==> src/rtl/hazard_ctrl_mdu.sv <==
// Decode-stage hazard controller for the pipelined MIPS core.
// Tracks in-flight GPR writes in a small scoreboard shifted once per cycle
// and compares their remaining latency (Tnew) against the D-stage operand
// read deadline (Tuse). It produces stall, bubble and D-stage forward
// selects. A busy counter for the multiply/divide unit holds back HI/LO
// users while an operation is in progress.
module hazard_ctrl_mdu #(
  parameter int NSTG        = 3,
  parameter int TW          = 2,
  parameter int MULT_CYCLES = 5,
  parameter int DIV_CYCLES  = 10,
  parameter int FW          = 2
) (
  input  logic          clk,
  input  logic          reset,
  input  logic          valid_d,
  input  logic [4:0]    rs_d,
  input  logic [4:0]    rt_d,
  input  logic [TW-1:0] tuse_rs_d,
  input  logic [TW-1:0] tuse_rt_d,
  input  logic [4:0]    dst_d,
  input  logic [TW-1:0] tnew_d,
  input  logic          md_use_d,
  input  logic          md_start_d,
  input  logic          md_div_d,
  output logic          stall,
  output logic          bubble_e,
  output logic [FW-1:0] fwd_rs_d,
  output logic [FW-1:0] fwd_rt_d,
  output logic          md_busy
);

  localparam int            CW        = $clog2(DIV_CYCLES + 1);
  localparam logic [TW-1:0] TUSE_NONE = {TW{1'b1}};

  // Scoreboard: slot 1 is the E stage, higher slots are older instructions.
  logic          v_r    [1:NSTG];
  logic [4:0]    addr_r [1:NSTG];
  logic [TW-1:0] tnew_r [1:NSTG];
  logic [CW-1:0] cnt_r;

  logic          take_rs_s, take_rt_s;
  logic          hit_rs_s, hit_rt_s;
  logic [FW-1:0] sel_rs_s, sel_rt_s;
  logic [TW-1:0] tn_rs_s, tn_rt_s;
  logic          data_stall_s, md_stall_s, busy_s, stall_s;
  logic [FW-1:0] fwd_rs_s, fwd_rt_s;

  // Find the nearest (youngest) scoreboard slot writing each D operand.
  always_comb begin
    hit_rs_s  = 1'b0;
    hit_rt_s  = 1'b0;
    sel_rs_s  = {FW{1'b0}};
    sel_rt_s  = {FW{1'b0}};
    tn_rs_s   = {TW{1'b0}};
    tn_rt_s   = {TW{1'b0}};
    take_rs_s = 1'b0;
    take_rt_s = 1'b0;
    for (int k = 1; k <= NSTG; k++) begin
      take_rs_s = !hit_rs_s && v_r[k] && (addr_r[k] == rs_d) &&
                  (rs_d != 5'd0) && (tuse_rs_d != TUSE_NONE);
      take_rt_s = !hit_rt_s && v_r[k] && (addr_r[k] == rt_d) &&
                  (rt_d != 5'd0) && (tuse_rt_d != TUSE_NONE);
      sel_rs_s  = take_rs_s ? FW'(k) : sel_rs_s;
      sel_rt_s  = take_rt_s ? FW'(k) : sel_rt_s;
      tn_rs_s   = take_rs_s ? tnew_r[k] : tn_rs_s;
      tn_rt_s   = take_rt_s ? tnew_r[k] : tn_rt_s;
      hit_rs_s  = hit_rs_s | take_rs_s;
      hit_rt_s  = hit_rt_s | take_rt_s;
    end
  end

  // Stall and forward decisions; all outputs are held quiet during reset.
  always_comb begin
    busy_s       = (cnt_r != {CW{1'b0}});
    data_stall_s = valid_d && ((hit_rs_s && (tn_rs_s > tuse_rs_d)) ||
                               (hit_rt_s && (tn_rt_s > tuse_rt_d)));
    md_stall_s   = valid_d && md_use_d && busy_s;
    stall_s      = !reset && (data_stall_s || md_stall_s);
    fwd_rs_s     = {FW{1'b0}};
    fwd_rt_s     = {FW{1'b0}};
    if (!reset && hit_rs_s && (tn_rs_s == {TW{1'b0}})) begin
      fwd_rs_s = sel_rs_s;
    end else begin
      fwd_rs_s = {FW{1'b0}};
    end
    if (!reset && hit_rt_s && (tn_rt_s == {TW{1'b0}})) begin
      fwd_rt_s = sel_rt_s;
    end else begin
      fwd_rt_s = {FW{1'b0}};
    end
  end

  assign stall    = stall_s;
  assign bubble_e = stall_s;
  assign fwd_rs_d = fwd_rs_s;
  assign fwd_rt_d = fwd_rt_s;
  assign md_busy  = !reset && busy_s;

  // Scoreboard shift: new entry (or bubble) into slot 1, others age by one.
  always_ff @(posedge clk) begin
    if (reset) begin
      for (int k = 1; k <= NSTG; k++) begin
        v_r[k]    <= 1'b0;
        addr_r[k] <= 5'd0;
        tnew_r[k] <= {TW{1'b0}};
      end
    end else begin
      if (stall_s) begin
        v_r[1]    <= 1'b0;
        addr_r[1] <= 5'd0;
        tnew_r[1] <= {TW{1'b0}};
      end else begin
        v_r[1]    <= valid_d && (dst_d != 5'd0);
        addr_r[1] <= dst_d;
        tnew_r[1] <= tnew_d;
      end
      for (int k = 2; k <= NSTG; k++) begin
        v_r[k]    <= v_r[k-1];
        addr_r[k] <= addr_r[k-1];
        tnew_r[k] <= (tnew_r[k-1] == {TW{1'b0}}) ? {TW{1'b0}} : (tnew_r[k-1] - TW'(1));
      end
    end
  end

  // MDU busy counter: load on an accepted mult/div, then count down to zero.
  always_ff @(posedge clk) begin
    if (reset) begin
      cnt_r <= {CW{1'b0}};
    end else if (md_start_d && valid_d && !stall_s) begin
      cnt_r <= md_div_d ? CW'(DIV_CYCLES) : CW'(MULT_CYCLES);
    end else if (cnt_r != {CW{1'b0}}) begin
      cnt_r <= cnt_r - CW'(1);
    end else begin
      cnt_r <= {CW{1'b0}};
    end
  end

endmodule

==> config.mk <==
export PLATFORM = sky130hd
export DESIGN_NAME = hazard_ctrl_mdu
export DESIGN_NICKNAME = d
export VERILOG_FILES = /design/src/rtl/hazard_ctrl_mdu.sv
export SDC_FILE = /design/constraint.sdc
export NUM_CORES = 1
export LEC_CHECK = 0
export CAP_MARGIN = 20
export CORE_MARGIN = 8
export CORE_UTILIZATION = 51
export DETAILED_ROUTE_END_ITERATION = 12
export PLACE_DENSITY_LB_ADDON = 0.1
export SLEW_MARGIN = 20
export SYNTH_ARGS = -nofsm -noshare
export SYNTH_HDL_FRONTEND = slang
export SYNTH_SLANG_ARGS = --single-unit
export TNS_END_PERCENT = 10
==> constraint.sdc <==
create_clock -name clk -period 6.28 [get_ports clk]
set_input_delay 1.884 -clock clk [delete_from_list [all_inputs] [get_ports clk]]
set_output_delay 1.884 -clock clk [all_outputs]
set_load 0.01 [all_outputs]
==> Word level (Yosys, flattened, before mapping) <==
Memory sizes are Yosys's and may differ from the RTL's.
Index checks and enable logic that the tools add are counted.
{ "totals": {"n_memories": 3, "inputBits": 27, "elab_cells": 125, "ram_bits": 24, "ff_bits": 4} }
{ "mem_list": {"columns": ["memory", "depth", "width", "read_ports", "rd_clocked_by_memory_dff", "wr", "line", "rtl"], "rows": [
  ["addr_r", 3, 5, 3, 0, 3, "38", "logic [4:0] addr_r [1:NSTG];"],
  ["tnew_r", 3, 2, 3, 0, 3, "39", "logic [TW-1:0] tnew_r [1:NSTG];"],
  ["v_r", 3, 1, 3, 0, 3, "37", "logic v_r [1:NSTG];"]
]} }
{ "classes": {"bitwise_logic": 16, "muxes": 40, "add_sub_neg": 3, "reduce_logical": 52, "n_eq_ne": 8, "magnitude_cmp": 2} }
{ "op_table": {"columns": ["cell", "n"], "rows": [
  ["1-bit logical AND", 36],
  ["2-bit 2-to-1 mux", 18],
  ["5-bit equality test", 6],
  ["5-bit 2-to-1 mux", 4],
  ["1-bit OR", 16],
  ["1-bit 2-to-1 mux", 15],
  ["5-bit nonzero test", 3],
  ["4-bit 2-to-1 mux", 3],
  ["2-bit logical NOT", 4],
  ["1-bit logical NOT", 6],
  ["2-bit greater-than comparator", 2],
  ["2-bit inequality test (second input constant)", 2],
  ["4-bit nonzero test", 1],
  ["2-bit by 1-bit subtractor with 2-bit output (second input constant)", 2],
  ["4-bit by 1-bit subtractor with 4-bit output (second input constant)", 1],
  ["1-bit logical OR", 2]
]} }

==> Depth between registers and ports, before layout <==
Gate-level depths: netlist of run 1.
{ "depth": {"depth_word": 27, "depth_mapped": 14} }

==> Worst setup path after synthesis of run 1 <==
No wires, ideal clock.
{ "synth_path": {"path_kind": "input -> output", "start": "in rt_d[1]", "end": "out stall", "arrival_ps": 4386, "stages": 11, "path_buffers": 1, "slack_ps": 10, "cell_sequence": "or4_1 -> o21ai_2 -> nor3_1 -> and3_1 -> o31a_1 -> ha_1 -> a21oi_1 -> a21oi_1 -> o31ai_4 -> a31oi_1 -> buf_4"} }
{ "synth_between": {"elab_chain_len": 22} }
{ "synth_rtl": {"columns": ["item", "line", "rtl"], "rows": [
  ["from (decl)", "18", "input logic [4:0] rt_d,"],
  ["5-bit equality test", "62", "take_rt_s = !hit_rt_s && v_r[k] && (addr_r[k] == rt_d) &&"],
  ["1-bit logical AND (2 in a row)", "62", null],
  ["1-bit logical AND", "63", "(rt_d != 5'd0) && (tuse_rt_d != TUSE_NONE);"],
  ["1-bit logical NOT", "62", null],
  ["1-bit logical AND (3 in a row)", "62", null],
  ["1-bit logical AND", "63", null],
  ["1-bit OR", "69", "hit_rt_s = hit_rt_s | take_rt_s;"],
  ["1-bit logical NOT", "62", null],
  ["1-bit logical AND (3 in a row)", "62", null],
  ["1-bit logical AND", "63", null],
  ["2-bit 2-to-1 mux", "67", "tn_rt_s = take_rt_s ? tnew_r[k] : tn_rt_s;"],
  ["2-bit greater-than comparator", "77", "(hit_rt_s && (tn_rt_s > tuse_rt_d)));"],
  ["1-bit logical AND (*)", "77", null],
  ["1-bit logical OR (*)", "76", "data_stall_s = valid_d && ((hit_rs_s && (tn_rs_s > tuse_rs_d)) ||"],
  ["1-bit logical AND (*)", "76", null],
  ["1-bit logical OR (*)", "79", "stall_s = !reset && (data_stall_s || md_stall_s);"],
  ["1-bit logical AND (*)", "79", null],
  ["to (decl)", "26", "output logic stall,"]
]} }
Mark *: on every way between the ends. The rest lies on a longest branch, timed or not.

==> Worst setup path in the final report of run 1 <==
{ "layout_path": {"start": "in rt_d[3]", "end": "out stall"} }
Same word-level chain as after synthesis.

==> results.md, run 1 <==
* Status: completed
* Busiest layer in global routing: met2
* Synth Flop Type: dfxtp_1
* Post-layout power at 423 uW
* Combinational Power Share at 0.262
* Worst EP required at 4.40 ns
* Residual DRC at 0
* Slowest CP cell: or3_4
* Initial Util at 0.523
* GRT met3 Usage at 0.0296
* Yosys reg bits at 28
* Register share of total power at 0.498
* Vias per cell at 5.36
* Fin util at 0.799
* Worst R2R End: addr_r[0][6]
* Power Dens Cells at 160 nW/um^2
* Switch share at 0.272
* Syn_area_per_cell at 9.07 um^2
* DRT Wirelength at 4970 um
* Rel. slew slack at 0.556
* Final Cycle Share at 0.992
* Hold Path Sink: tnew_r[0][4]
* CTS tree: built
* Unique masters post-synth at 34
* Crit-path leading delay family: simple AND/OR/NAND/NOR gates
* HP Start: tnew_r[0][2]
* Synth Instances at 191
* Clock Latency Late Sink at 0.32 ns
* Tmin final at 6.23 ns
* Synth async-reset ratio at 0
* Setup violations, final at 0
* Worst Clk Skew at 0.00574 ns
* Clock transition at the registers of the reported paths at 0.15 ns
* Core ar. at 3310 um^2
* H-tree depth at 1
* Reg2Reg Depth at 13
* # rows at 21
* Synth warnings at 0
* Max-cap viol count at 0
* Critical path class: primary input to output port
* Reported net switching power at 115 uW
* Worst path arrival time at 4.34 ns
* Die Area at 5520 um^2
* P_leak at 0.00110 uW
* Fillers at 238
* Hold depth at 1
* Largest net degree at the start of global routing at 25
* Post-DP HPWL at 3730 um
* Most common cell after layout, fill and taps aside: buf_4
* Final hold violation count at 0
* Vias after detailed routing at 1700
* GRT overflow at 0
* CP Cell Sequence: buf_6 -> buf_6 -> xnor2_2 -> nand4_1 -> or3_4 -> and3_4 -> o31a_1 -> ha_4 -> a21oi_2 -> a21oi_2 -> o31ai_4 -> a31oi_2 -> buf_2
* Clock Power Share at 0.240
* IO Count at 34
* CTS Root Cell: clkbuf_4
* Sequential-to-total area share from yosys stat at 0.370
* CP endpoint kind: output port
* CP Buf/Inv Count at 3
* R2R Setup Slk at 2.78 ns
* Setup TNS at 0 ns
* Number of synthesized flops with an enable pin at 8
* Fmax at 161 MHz
* P_int at 308 uW
* Pins Over Slew Limit at 0
* Largest stage delay, worst path at 0.44 ns
* Initial antenna violation count at 0
* Clock sink total at 28
* Port bufs at 33
* Clock buffer depth at 2
* Die Y at 74.3 um
* Layout cell share with drive strength beyond 1 at 0.310
* Overall Global Routing Usage at 0.175
* Total CTS buffers at 3
* Global Route met2 Usage at 0.316
* Final Hold Slack at 0.454 ns
* Mapped cell area at 1730 um^2
* Final Wtd Congestion at 0.941
* Fin nets at 305
* Highest-count cells in the layout ignoring fill and taps: buf_4 (39), xnor2_1 (27), dfxtp_1 (20)
* Diode count at 0
* Critical path startpoint category: primary input
* Die Width at 74.3 um
* Max VDD drop at 0.000137 V
* Worst hold path class: flop to flop
* Reg-to-reg critical path startpoint: addr_r[0][12]
* Global-route wire length before repair at 7580 um
* Placed Area at 2380 um^2
* Critical-path maximum fanout at 3
* Pre-antenna DRT Iters at 4
* Mean routed wirelength per cell at 15.7 um
* Least-Margin Pin Slew at 0.660 ns
* Post-route ant nets at 0
* Design area at 2650 um^2
* Grt met1 use at 0.209
* DR iter-0 viols at 102
* Area grow syn2layout at 52.7%
* Vias in the first global route at 1710
-- repair_timing --
item | 4_1_cts | 5_1_grt
hold buffers | 0 | 0
endpoints found under the setup margin | 6 | 5
gates resized for setup | 17 | 53
pin swaps | 4 | 24
setup buffers | 1 | 6
-- metal layers --
metal	share of wire	vias up
met5	0	-
met3	0.060	8
met1	0.43	809
met4	0.013	0
met2	0.50	60
li1	-	823
-- worst max path at each step --
stage                        from  slack (ns)        to  cells after the start
final                     rt_d[3]        0.05     stall                     13
after global routing      rt_d[2]       -0.04  bubble_e                     13
after CTS                 rt_d[3]       -0.28  bubble_e                     13
after detailed placement  rt_d[3]       -0.83  bubble_e                     13
after global placement    rt_d[3]       -0.76     stall                     13
after floorplan           rt_d[1]        0.01     stall                     11
-- power by group through the flow --
stage | Clock (uW) | Sequential [uW] | Combinational (uW)
floorplan | 0 | 210 | 52.1
global placement | 0 | 213 | 94.1
detailed placement | 0 | 214 | 97.8
CTS | 104 | 210 | 99.8
global route | 112 | 212 | 120
finish | 101 | 211 | 111
-- through the flow --
stage	setup slack, ns	instances
finish	0.0517	317
floorplan	0.00963	198
global placement	-0.759	306
detailed placement	-0.827	306
CTS	-0.278	311
global route	-0.0373	317
-- synth_stat cells, drive strengths merged, types with 2 or more instances --
master / n / area [um^2]
nor3: 12 / 70.1
nand2: 14 / 52.6
buf: 3 / 17.5
nor2b: 13 / 81.3
or4: 4 / 30.0
a31oi: 2 / 12.5
o31a: 3 / 26.3
and3: 5 / 31.3
nor2: 11 / 41.3
clkbuf: 3 / 11.3
nand2b: 2 / 12.5
ha: 6 / 75.1
o31ai: 3 / 41.3
mux2: 4 / 45.0
inv: 11 / 41.3
a21oi: 9 / 45.0
o21ai: 5 / 32.5
edfxtp: 8 / 240
nor3b: 7 / 52.6
dfxtp: 20 / 400
nand4: 5 / 31.3
xnor2: 30 / 263
nor4: 5 / 31.3
-- state kept, by name, summed over array words and instances, names as in the netlist --
| signal | flops |
|---|---|
| addr_r | 15 |
| tnew_r | 6 |
| cnt_r | 4 |
| v_r | 3 |
-- cell families after synthesis --
logic type               Yosys count  share of synthesized area
multiplexers                       4                     0.0260
AND/OR/NAND/NOR                   82                      0.270
other                              1                    0.00217
buffers and inverters             17                     0.0405
XOR/XNOR                          30                      0.152
flip-flops                        28                      0.370
AO/OA/AOI/OAI                     23                     0.0961
adder cells (fa/ha/maj)            6                     0.0434
-- area by class of cell --
class                           count  area, um^2  area share
Sequential cell                    28         641       0.242
Clock buffer                        4        47.5      0.0180
Tap cell                           46        57.6      0.0218
Multi-Input combinational cell    153        1220       0.462
Inverter                           11        41.3      0.0156
Timing Repair Buffer               75         637       0.241
Note: power is estimated with default switching activity, not from simulation.
==> run 2, diff against run 1 <==
CELL_PAD_IN_SITES_DETAIL_PLACEMENT = 0   (was unset)
CELL_PAD_IN_SITES_GLOBAL_PLACEMENT = 1   (was unset)
CORE_UTILIZATION = 39   (was 51)
==> run 2 against run 1 <==
  * Utilization shrank 22 points
  * Final area shrank 4.9%
  * Largest cell class unchanged
  * Critical endpoint unchanged
  * Critical path type unchanged
  * Maximum frequency grew 0.20%
  * Power grew 7.0%
==> results.md, run 2 (same netlist as run 1, synthesis figures left out) <==
* Max-cap viol count at 0 (unchanged)
* Rel. slew slack at 0.548 (was 0.556)
* CP Cell Sequence: buf_2 -> or4_4 -> o21ai_4 -> nor3_4 -> and3_1 -> o31a_1 -> ha_4 -> a21oi_2 -> a21oi_4 -> o31ai_4 -> a31oi_2 -> buf_2 (was buf_6 -> buf_6 -> xnor2_2 -> nand4_1 -> or3_4 -> and3_4 -> o31a_1 -> ha_4 -> a21oi_2 -> a21oi_2 -> o31ai_4 -> a31oi_2 -> buf_2)
* Slowest CP cell: or4_4 (was or3_4)
* Initial antenna violation count at 0 (unchanged)
* P_leak at 0.00104 uW (was 0.00110 uW)
* DRT Wirelength at 4630 um (was 4970 um)
* Combinational Power Share at 0.220 (was 0.262)
* Setup violations, final at 0 (unchanged)
* Critical-path maximum fanout at 3 (unchanged)
* Clock Power Share at 0.317 (was 0.240)
* Fmax at 161 MHz (about the same)
* Core ar. at 4320 um^2 (was 3310 um^2)
* Cts hold-fix bufs at 0 (unchanged)
* Clock sink total at 28 (unchanged)
* Fin nets at 296 (was 305)
* CTS Root Cell: clkbuf_8 (was clkbuf_4)
* Critical path class: primary input to output port (unchanged)
* CTS tree: built (unchanged)
* Largest Register: addr_r (unchanged)
* Worst Clk Skew at 0.00248 ns (was 0.00574 ns)
* IO Count at 34 (unchanged)
* Crit path top cell by count: buf_2
* Overall Global Routing Usage at 0.142 (was 0.175)
* Least-Margin Pin Slew at 0.675 ns (was 0.660 ns)
* RSZ-0062 raised after global routing: true
* Vias per cell at 5.06 (was 5.36)
* Largest stage delay, worst path at 0.57 ns (was 0.44 ns)
* Final Cycle Share at 0.990 (was 0.992)
* Pre-antenna DRT Iters at 4 (unchanged)
* Mean routed wirelength per cell at 14.7 um (was 15.7 um)
* Final Wtd Congestion at 0.909 (was 0.941)
* Initial Util at 0.400 (was 0.523)
* Design area at 2520 um^2 (was 2650 um^2)
* Total CTS buffers at 3 (unchanged)
* Power Dens Cells at 180 nW/um^2 (was 160 nW/um^2)
* Most common cell after layout, fill and taps aside: buf_4 (unchanged)
* Worst EP required at 4.40 ns (about the same)
* Clock Latency Late Sink at 0.28 ns (was 0.32 ns)
* Reported net switching power at 115 uW (about the same)
* CP endpoint kind: output port (unchanged)
* Switch share at 0.255 (was 0.272)
* Area grow syn2layout at 45.3% (was 52.7%)
* Vias after detailed routing at 1589 (was 1700)
* Status: completed (unchanged)
* Register share of total power at 0.463 (was 0.498)
* Diode count at 0 (unchanged)
* Final hold violation count at 0 (unchanged)
* # rows at 24 (was 21)
* Largest net degree at the start of global routing at 25 (unchanged)
* Worst path arrival time at 4.33 ns (was 4.34 ns)
* Port bufs at 33 (unchanged)
* Fillers at 401 (was 238)
* Pins Over Slew Limit at 0 (unchanged)
* Layout cell share with drive strength beyond 1 at 0.279 (was 0.310)
* Die Width at 82.6 um (was 74.3 um)
* Worst hold path class: flop to flop (unchanged)
* Clock transition at the registers of the reported paths at 0.10 ns (was 0.15 ns)
* Clock buffer depth at 2 (unchanged)
* H-tree depth at 1 (unchanged)
* P_int at 337 uW (was 308 uW)
* Residual DRC at 0 (unchanged)
* GRT overflow at 0 (unchanged)
* Global-route wire length before repair at 7450 um (was 7580 um)
* Die Area at 6830 um^2 (was 5520 um^2)
* Highest-count cells in the layout ignoring fill and taps: buf_4 (32), xnor2_1 (28), dfxtp_1 (20) (was buf_4 (39), xnor2_1 (27), dfxtp_1 (20))
* Final worst slack at 0.0642 ns (was 0.0517 ns)
* Vias in the first global route at 1635 (was 1710)
* Post-DP HPWL at 3670 um (was 3730 um)
* Post-route ant nets at 0 (unchanged)
* Max VDD drop at 0.000154 V (was 0.000137 V)
* Critical path startpoint category: primary input (unchanged)
* Largest regs: addr_r (15), tnew_r (6), cnt_r (4) (unchanged)
* DR iter-0 viols at 55 (was 102)
* Die Y at 82.6 um (was 74.3 um)
* Largest register FFs at 15 (unchanged)
* Tmin final at 6.22 ns (was 6.23 ns)
* Placed Area at 2350 um^2 (was 2380 um^2)
* Pre-CTS setup slack at -0.835 ns (was -0.827 ns)
run 2: changes by cell type in the layout (fill, tap and decap cells not counted), sizes merged:
cell | previous run | this run
buf | 46 | 37
bufinv | 0 | 1
clkbuf | 9 | 11
dlygate4sd2 | 4 | 3
dlymetal6s2s | 7 | 5
run 2: what timing repair did:
action                     in CTS  in global routing
buffers inserted                0                  3
pin swaps                       6                 25
resized for setup              27                 44
setup endpoints to repair       6                  3
run 2: power by group through the flow:
stage	registers, uW	clock network (uW)	logic, uW
CTS	209	148	95.2
finish	210	143	99.3
global placement	213	0	93.1
floorplan	210	0	52.1
global route	211	157	109
detailed placement	213	0	95.5
run 2: worst paths after layout:
| kind | from | endpoint | slack [ns] | cells after the start |
|---|---|---|---|---|
| setup / recovery | rt_d[2] | stall | 0.06 | 12 |
| hold / removal | tnew_r[0][2] | tnew_r[0][4] | 0.45 | 1 |
| setup reg to reg | addr_r[0][11] | addr_r[0][9] | 2.75 | 13 |
| hold reg to reg | tnew_r[0][2] | tnew_r[0][4] | 0.45 | 1 |
run 2: layer usage:
metal / wire length [um] / global-route usage / share of wire / vias to the layer above
met4: 49 / 0.0448 / 0.011 / 0
met5: 0 / 0 / 0 / -
met1: 2060 / 0.176 / 0.44 / 747
met2: 2270 / 0.242 / 0.49 / 41
li1: - / - / - / 797
met3: 249 / 0.0249 / 0.054 / 4
run 2: layout make-up:
type	count	area (um^2)	area share
multi-input cells	153	1170	0.464
flip-flops and latches	28	641	0.255
repair buffers	66	531	0.211
well taps	52	65.1	0.0259
clock buffers	3	41.3	0.0164
inverters	11	41.3	0.0164
clock inverters	1	30.0	0.0119
run 2: metrics by stage:
step | util | total power [uW] | cells | TNS, ns | hold slack [ns]
CTS | 0.562 | 452 | 311 | -0.163 | 0.451
detailed placement | 0.543 | 309 | 307 | -2.73 | 0.434
finish | 0.582 | 452 | 314 | 0 | 0.454
floorplan | - | 262 | 198 | 0 | 0.400
global placement | 0.543 | 306 | 307 | -2.52 | 0.424
global route | 0.582 | 477 | 314 | -0.0274 | 0.470
run 2: critical path, delay by kind of cell:
family                   cells  cell delay (ns)
AND/OR/NAND/NOR              3             0.80
AO/OA/AOI/OAI                6             1.07
adder cells (fa/ha/maj)      1             0.31
buffers and inverters        2             0.28
==> run 3, diff against run 2 <==
PLACE_DENSITY = 0.85   (was unset)
PLACE_DENSITY_LB_ADDON = unset   (was 0.1)
==> run 3 against run 2 <==
  * Worst setup slack better by 0.023 ns
  * Routed wire length is 5.7% lower
  * Sequential share of layout area is 1.1 points lower
  * Clock-buffer cell count stayed put
  * Global-route usage is 0.62 points lower
  * Maximum frequency is 0.38% higher
  * First-iteration DRC count is 98% higher
  * Register-to-register slack better by 0.07 ns
  * Non-clock buffer count is 10 higher
  * Largest cell class unchanged
  * Highest routed layer unchanged
==> results.md, run 3 (same netlist as run 1, synthesis figures left out) <==
* Register share of total power at 0.462 (was 0.463)
* CP Cell Sequence: clkbuf_2 -> or4_4 -> o21ai_4 -> or4_4 -> nor2_1 -> o31a_1 -> ha_4 -> a21oi_2 -> a21oi_2 -> o31ai_4 -> a31oi_2 -> buf_2 (was buf_2 -> or4_4 -> o21ai_4 -> nor3_4 -> and3_1 -> o31a_1 -> ha_4 -> a21oi_2 -> a21oi_4 -> o31ai_4 -> a31oi_2 -> buf_2)
* Port bufs at 33 (unchanged)
* Total CTS buffers at 3 (unchanged)
* Core ar. at 4320 um^2 (unchanged)
* Overall Global Routing Usage at 0.135 (was 0.142)
* Tmin final at 6.19 ns (was 6.22 ns)
* Mean routed wirelength per cell at 13.5 um (was 14.7 um)
* CTS tree: built (unchanged)
* Worst hold path class: flop to flop (unchanged)
* Combinational Power Share at 0.225 (was 0.220)
* Status: completed (unchanged)
* Largest Register: addr_r (unchanged)
* Worst EP required at 4.40 ns (about the same)
* Post-route ant nets at 0 (unchanged)
* Reg2Reg Depth at 13 (unchanged)
* Clock Latency Late Sink at 0.27 ns (was 0.28 ns)
* Die Width at 82.6 um (unchanged)
* Vias after detailed routing at 1605 (was 1589)
* Largest register FFs at 15 (unchanged)
* CTS Root Cell: clkbuf_8 (unchanged)
* Final Cycle Share at 0.986 (was 0.990)
* Most common cell after layout, fill and taps aside: buf_4 (unchanged)
* Pre-antenna DRT Iters at 4 (unchanged)
* Max VDD drop at 0.000106 V (was 0.000154 V)
* Largest regs: addr_r (15), tnew_r (6), cnt_r (4) (unchanged)
* DR iter-0 viols at 109 (was 55)
* Largest stage delay, worst path at 0.55 ns (was 0.57 ns)
* Fin util at 0.609 (was 0.582)
* Clock Power Share at 0.313 (was 0.317)
* Pre-CTS setup slack at -0.840 ns (was -0.835 ns)
* Critical Path End: stall (unchanged)
* H-tree depth at 1 (unchanged)
* Slowest CP cell: or4_4 (unchanged)
* Vias in the first global route at 1609 (was 1635)
* Layout cell share with drive strength beyond 1 at 0.320 (was 0.279)
* Highest-count cells in the layout ignoring fill and taps: buf_4 (41), xnor2_1 (27), dfxtp_1 (20) (was buf_4 (32), xnor2_1 (28), dfxtp_1 (20))
* Critical-path maximum fanout at 5 (was 3)
* Max-cap viol count at 0 (unchanged)
* Final hold violation count at 0 (unchanged)
* Global-route wire length before repair at 7210 um (was 7450 um)
* R2R Setup Slk at 2.82 ns (was 2.75 ns)
* Crit-path leading delay family: compound AO/OA/AOI/OAI gates (unchanged)
* Setup TNS at 0 ns (unchanged)
* Setup violations, final at 0 (unchanged)
* Design area at 2630 um^2 (was 2520 um^2)
* Clock transition at the registers of the reported paths at 0.10 ns (about the same)
* IO Count at 34 (unchanged)
* GRT overflow at 0 (unchanged)
* Critical path origin: rs_d[3] (was rt_d[2])
* Vias per cell at 4.95 (was 5.06)
* Final worst slack at 0.0876 ns (was 0.0642 ns)
* Rel. slew slack at 0.552 (was 0.548)
* Least-Margin Pin Slew at 0.665 ns (was 0.675 ns)
* Crit path depth at 12 (unchanged)
* Reported net switching power at 114 uW (was 115 uW)
* Clock buffer depth at 2 (unchanged)
* Die Y at 82.6 um (unchanged)
* Post-DP HPWL at 3390 um (was 3670 um)
* Fin nets at 306 (was 296)
* Switch share at 0.251 (was 0.255)
* Worst Clk Skew at 0.00275 ns (was 0.00248 ns)
* Residual DRC at 0 (unchanged)
* Reg-to-reg critical path startpoint: addr_r[0][10] (was addr_r[0][11])
* Clock sink total at 28 (unchanged)
* CP endpoint kind: output port (unchanged)
* P_int at 339 uW (was 337 uW)
* Die Area at 6830 um^2 (unchanged)
* Area grow syn2layout at 52.0% (was 45.3%)
* Final Wtd Congestion at 0.847 (was 0.909)
* # rows at 24 (unchanged)
* RSZ-0062 raised after global routing: true (unchanged)
* Worst R2R End: tnew_r[0][2] (was addr_r[0][9])
* Final Hold Slack at 0.443 ns (was 0.454 ns)
* Diode count at 0 (unchanged)
* Initial Util at 0.400 (unchanged)
* Critical path startpoint category: primary input (unchanged)
* Fillers at 392 (was 401)
* P_leak at 0.00108 uW (was 0.00104 uW)
* Power Dens Cells at 172 nW/um^2 (was 180 nW/um^2)
* Pins Over Slew Limit at 0 (unchanged)
* Worst path arrival time at 4.31 ns (was 4.33 ns)
* Critical path class: primary input to output port (unchanged)
* CP Buf/Inv Count at 2 (unchanged)
* Placed Area at 2360 um^2 (was 2350 um^2)
* Initial antenna violation count at 0 (unchanged)
* Largest net degree at the start of global routing at 19 (was 25)
* Fmax at 161 MHz (about the same)
* DRT Wirelength at 4360 um (was 4630 um)
==> run 3: worst min-delay path by stage <==
| stage | from | endpoint | slack, ns | cells past startpoint |
|---|---|---|---|---|
| final | tnew_r[0][4] | tnew_r[0][6] | 0.44 | 1 |
| after CTS | tnew_r[0][4] | tnew_r[0][6] | 0.44 | 1 |
| after detailed placement | tnew_r[0][4] | tnew_r[0][6] | 0.41 | 1 |
| after global routing | tnew_r[0][4] | tnew_r[0][6] | 0.48 | 1 |
| after floorplan | tnew_r[0][4] | tnew_r[0][6] | 0.40 | 1 |
| after global placement | tnew_r[0][4] | tnew_r[0][6] | 0.41 | 1 |
==> run 3: per-stage QoR <==
| step | instances | power [uW] |
|---|---|---|
| after global placement | 309 | 307 |
| after CTS | 315 | 453 |
| final | 324 | 453 |
| after detailed placement | 309 | 308 |
| after floorplan | 198 | 262 |
| after global routing | 324 | 478 |
==> run 3: power groups by stage <==
stage               registers [uW]  logic [uW]  clock network (uW)
finish                         209         102                 142
global route                   211         112                 154
CTS                            209        99.2                 145
floorplan                      210        52.1                   0
detailed placement             213        95.4                   0
global placement               213        93.7                   0
==> run 3: what timing repair did <==
action	in CTS	in global routing
pin swaps	18	21
endpoints found under the hold margin	0	0
endpoints found under the setup margin	6	3
buffers inserted	2	9
hold buffers	0	0
gates resized for setup	52	26
==> run 3: routing by layer <==
layer  GRT usage  part of all wire  routed length [um]
met2       0.219              0.47                2060
met3      0.0227             0.041                 180
met5           0                 0                   0
met4      0.0552             0.017                  74
met1       0.174              0.47                2050
==> run 3: layout make-up <==
| type | count | area [um^2] | area share |
|---|---|---|---|
| clock buffer | 3 | 41.3 | 0.0157 |
| sequential | 28 | 641 | 0.243 |
| clock inverter | 1 | 30.0 | 0.0114 |
| multi-input combinational | 153 | 1210 | 0.458 |
| timing repair buffer | 76 | 607 | 0.231 |
| tap | 52 | 65.1 | 0.0247 |
| inverter | 11 | 41.3 | 0.0157 |
